==> src/rtl/arb_pkg.sv <==
// Shared types and helpers for the memory-port arbiter.
package arb_pkg;

  typedef enum logic [1:0] {IDLE, OWN, GAP} arb_state_t;

  localparam int unsigned MAX_REQ = 8;
  localparam int unsigned IDX_W   = $clog2(MAX_REQ);

  // Binary index of the set bit in a one-hot (or zero) vector.
  function automatic logic [IDX_W-1:0] onehot_to_idx(input logic [MAX_REQ-1:0] oh);
    logic [IDX_W-1:0] idx;
    idx = '0;
    for (int i = 0; i < int'(MAX_REQ); i++) begin
      if (oh[i]) idx = idx | IDX_W'(i);
    end
    return idx;
  endfunction

endpackage

==> src/rtl/rr_pick.sv <==
// Combinational circular priority picker: first requester above the last winner.
module rr_pick #(
  parameter int unsigned N     = 4,
  parameter int unsigned SEL_W = $clog2(N)
) (
  input  logic [N-1:0]     req,
  input  logic [SEL_W-1:0] last,
  output logic [SEL_W-1:0] winner,
  output logic             valid
);

  logic [SEL_W-1:0] idx;

  // Scan from farthest to nearest so the nearest set bit after last wins.
  always_comb begin
    winner = '0;
    valid  = 1'b0;
    idx    = '0;
    for (int i = int'(N); i >= 1; i--) begin
      idx = SEL_W'((int'(last) + i) % int'(N));
      if (req[idx]) begin
        winner = idx;
        valid  = 1'b1;
      end
    end
  end

endmodule

==> src/rtl/mem_port_arbiter.sv <==
// Round-robin owner of the shared memory/register-write port with hold timeout.
module mem_port_arbiter
  import arb_pkg::*;
#(
  parameter int unsigned N        = 4,
  parameter int unsigned SEL_W    = $clog2(N),
  parameter int unsigned MAX_HOLD = 15,
  parameter int unsigned CNT_W    = 8
) (
  input  logic             clk,
  input  logic             reset_n,
  input  logic [N-1:0]     req,
  input  logic             done,
  output logic [N-1:0]     grant,
  output logic [SEL_W-1:0] sel,
  output logic             busy,
  output logic             timeout
);

  arb_state_t       state_q, state_d;
  logic [CNT_W-1:0] cnt_q, cnt_d;
  logic [SEL_W-1:0] last_q, last_d;
  logic [N-1:0]     grant_d;
  logic [SEL_W-1:0] sel_d;
  logic             busy_d;
  logic             timeout_d;

  logic [SEL_W-1:0] pick_idx;
  logic             pick_valid;
  logic [SEL_W-1:0] owner;

  rr_pick #(.N(N), .SEL_W(SEL_W)) u_pick (
    .req    (req),
    .last   (last_q),
    .winner (pick_idx),
    .valid  (pick_valid)
  );

  assign owner = SEL_W'(onehot_to_idx(MAX_REQ'(grant)));

  // Next-state and next-output logic.
  always_comb begin
    state_d   = state_q;
    cnt_d     = cnt_q;
    last_d    = last_q;
    grant_d   = grant;
    sel_d     = sel;
    busy_d    = busy;
    timeout_d = 1'b0;
    case (state_q)
      IDLE: begin
        grant_d = '0;
        busy_d  = 1'b0;
        if (pick_valid) begin
          grant_d = N'(1) << pick_idx;
          sel_d   = pick_idx;
          busy_d  = 1'b1;
          last_d  = pick_idx;
          cnt_d   = '0;
          state_d = OWN;
        end
      end
      OWN: begin
        cnt_d = cnt_q + CNT_W'(1);
        // done outranks the hold limit, so a coinciding timeout is suppressed
        if (done || !req[owner] || cnt_q == CNT_W'(MAX_HOLD - 1)) begin
          timeout_d = !done && req[owner];
          grant_d   = '0;
          busy_d    = 1'b0;
          state_d   = GAP;
        end
      end
      GAP: begin
        state_d = IDLE;
      end
      default: begin
        state_d = IDLE;
        grant_d = '0;
        busy_d  = 1'b0;
      end
    endcase
  end

  always_ff @(posedge clk or negedge reset_n) begin
    if (!reset_n) begin
      state_q <= IDLE;
      cnt_q   <= '0;
      last_q  <= SEL_W'(N - 1);
      grant   <= '0;
      sel     <= '0;
      busy    <= 1'b0;
      timeout <= 1'b0;
    end else begin
      state_q <= state_d;
      cnt_q   <= cnt_d;
      last_q  <= last_d;
      grant   <= grant_d;
      sel     <= sel_d;
      busy    <= busy_d;
      timeout <= timeout_d;
    end
  end

endmodule
==> config.mk <==
export PLATFORM = sky130hd
export DESIGN_NAME = mem_port_arbiter
export DESIGN_NICKNAME = d
export VERILOG_FILES = /design/src/rtl/arb_pkg.sv /design/src/rtl/rr_pick.sv /design/src/rtl/mem_port_arbiter.sv
export SDC_FILE = /design/constraint.sdc
export NUM_CORES = 1
export LEC_CHECK = 0
export CORE_ASPECT_RATIO = 0.8
export CORE_UTILIZATION = 52
export CTS_CLUSTER_SIZE = 14
export DETAILED_ROUTE_END_ITERATION = 10
export GPL_TIMING_DRIVEN = 0
export PLACE_DENSITY = 0.74
export SYNTH_ARGS = -nofsm -noshare
export SYNTH_HDL_FRONTEND = slang
export SYNTH_HIERARCHICAL = 1
export SYNTH_SLANG_ARGS = --single-unit
==> constraint.sdc <==
create_clock -name clk -period 2.06 [get_ports clk]
set_input_delay 0.309 -clock clk [delete_from_list [all_inputs] [get_ports clk]]
set_output_delay 0.309 -clock clk [all_outputs]
set_load 0.005 [all_outputs]
==> flow_metrics.tcl <==
set metrics [dict create \
    status "finished clean" \
    diodes 0 \
    max_freq_ghz 0.5428 \
    num_rows 14 \
    max_stage_delay_ns 0.53 \
    hp-class "in -> async" \
    wirelength_mm 2.175 \
    rsz0062_at_grt "no" \
    synth_area_um2 1032 \
    drive_gt1_share_pct 10.48 \
    ys_ff_latch 20 \
    clock_latency_ns 0.30 \
    finalCritPeriodShare_pct 89.43 \
    cts_hold_buffers 0 \
    port_buffers 14 \
    yosysTopAreaCellShare_pct 43.64 \
    postCtsSetupRepairBufs 0 \
    grt-ovfl-total 0 \
    hold_slack_ns 0.4917 \
    slowest_stage "clkdlybuf4s50_1" \
    worstPathArrival_ns 2.05 \
    max_cap_viol_count 0 \
    cts_tree "yes" \
    grt_max_degree 21 \
    start_kind "input port" \
    finClkSkew_ns 0.01421 \
    crit_buf_inv 2 \
    vias 884 \
    cp_top_family "buffers and inverters" \
    ios 15 \
    grt_pass1_vias 833 \
    cts_sinks 20 \
    synth_nets 115 \
    timing.slew.headroom_pct 40.93 \
    crit_type "in -> reg" \
    drt_pass1_iterations 4 \
    mostFrequentLayoutCells "18 x dfrtp_1, 17 x nand2_1, 14 x clkdlybuf4s50_1, 9 x nand3_1, 9 x o21ai_1" \
    drtIter0Drc 25 \
    multi_input_area_um2 508.0 \
    die_area_um2 2168 \
    cts_buffer_depth 2 \
    yosysTopAreaCell "dfrtp_1" \
    ant_nets 0 \
    synth_area_leaders "dfrtp_1 44%, nand2_1 6.2%, dfstp_2 5.1%" \
    syn_area_per_cell_um2 9.738 \
    core-area_um2 1874 \
    power.density_nw_per_um2 1326 \
    hold_viol 0 \
    area_growth_pct 22.06 \
    yosysWarnings 6 \
    leakagePower_nw 0.5299 \
    antenna_found_initial 0 \
    crit_required_ns 2.27 \
    crit_chain "clkdlybuf4s50_1 -> nor2_1 -> nand2_1 -> or3b_1 -> clkbuf_1 -> nand2_1 -> mux2i_1" \
    htreeDepth 1 \
    clockRootBuffer "clkbuf_4" \
    nFillCells 151 \
    numCtsBuffers 3 \
    cpMostUsedCell "nand2_1" \
    final_common_cell "dfrtp_1" \
    ys_seq_area_share_pct 48.73 \
    fin_setup_tns_ns 0 \
    place_hpwl_mm 1.546 \
    final_max_slew_viol_count 0 \
    path_max_fanout 10 \
    grt_pass1_wl_mm 3.781 \
    viasPerCell 5.973 \
    synthDistinctLibCells 37 \
    floorplan.initialDensity_pct 55.07 \
    period_minus_slack_ns 1.842 \
    clk_pin_slew_worst_paths_ns 0.12 \
    final-seq-area_um2 503.0 \
    cp-end-kind "flop" \
    die_w_um 51.82 \
    worst_slew_pin_slew_ns 0.8832 \
    die_h_um 41.85 \
    setup-violations-final 0 \
    route.detailed.drc 0 \
    syn_inst 106 \
    final_net_count 134 \
    gp_congestion 0.8144 \
    ir_drop_uv 789.8 \
    wl_per_cell_um 14.70 \
    grt_usage_pct 23.78 \
]
Yosys cell counts:
master,number
nor3b_1,1
nand4_1,1
or3b_1,1
nand2b_2,1
nand2_1,17
o31ai_1,1
ha_1,2
a21oi_2,1
mux2i_1,3
a2bb2oi_1,2
o211ai_1,1
clkbuf_1,1
buf_6,1
nor2b_1,2
a221oi_2,1
nor2_1,6
o21ai_1,9
and2b_1,1
a21oi_1,4
or4b_1,1
dfrtp_1,18
a31oi_1,1
nor4_2,1
o21a_1,1
o311ai_1,1
o221ai_2,1
xnor2_1,1
nand3_1,9
nor3_1,3
or3_1,1
xor2_1,1
a22o_1,1
inv_1,3
nand2b_1,3
dfstp_2,2
a32oi_1,1
o41ai_1,1
where the power goes:
group / leakage (nW) / total (mW) / internal, mW / switching [mW]
registers: 0.259 / 0.675 / 0.532 / 0.143
logic: 0.243 / 0.679 / 0.326 / 0.353
clock network: 0.0279 / 0.316 / 0.197 / 0.120
final timing paths:
kind,start,end,slack (ns),cells after the start
min in group clk,last_q[0],last_q[0],0.49,2
hold reg to reg,last_q[0],last_q[0],0.49,2
setup reg to reg,cnt_q[0],timeout,0.22,6
max in group asynchronous,reset_n,cnt_q[6],1.02,1
hold / removal,reset_n,cnt_q[4],0.49,1
setup / recovery,req[3],cnt_q[6],0.22,7
routing by layer:
layer	part of all wire (%)	wire, um	GRT usage [%]
met1	49	1062	34.62
met2	44	952	33.25
met3	4.9	106	8.059
met4	2.5	54	7.568
met5	0	0	0
timing repair:
item                                    in CTS  in global routing
resized for setup                            0                  1
endpoints found under the hold margin        0                  0
endpoints found under the setup margin       0                  1
worst reg2reg max path, cell delays in order, from the launching register on:
cell,delay [ns]
dfrtp_1,0.44
inv_1,0.07
ha_1,0.14
or4b_1,0.42
or3_1,0.33
buf_6,0.14
nor4_2,0.21
cells by family after synthesis:
family / after synthesis / share of synthesized area, %
and+or+nand+nor: 48 / 23.76
adders and majority gates: 2 / 2.424
muxes: 3 / 2.909
DFF: 20 / 48.73
buffers and inverters: 5 / 2.545
AOI/OAI and AO/OA: 26 / 17.94
xor gates and xnor gates: 2 / 1.697
through the flow:
stage,instance area (um^2),power (mW),instances,setup WS (ns),util (%)
detailed placement,1202,1.345,144,-0.1423,64.15
global route,1260,1.786,148,0.1073,67.22
floorplan,1032,1.079,106,0.3512,-
global placement,1202,1.330,144,-0.1470,64.15
finish,1260,1.671,148,0.2177,67.22
CTS,1255,1.662,148,0.1716,66.96
registers in the layout, summed over array words and instances (netlist names):
register,count
cnt_q,8
grant,4
last_q,2
sel,2
state_q,2
busy,1
timeout,1
cell type report:
type / instances / share of cell area, %
Sequential cell: 20 / 39.92
Clock buffer: 3 / 1.787
Buffer: 2 / 1.192
Timing Repair Buffer: 14 / 11.12
Clock inverter: 1 / 2.383
Multi-Input combinational cell: 81 / 40.32
Tap cell: 24 / 2.383
Inverter: 3 / 0.8937
No activity file was read; power rests on OpenSTA's default activity.
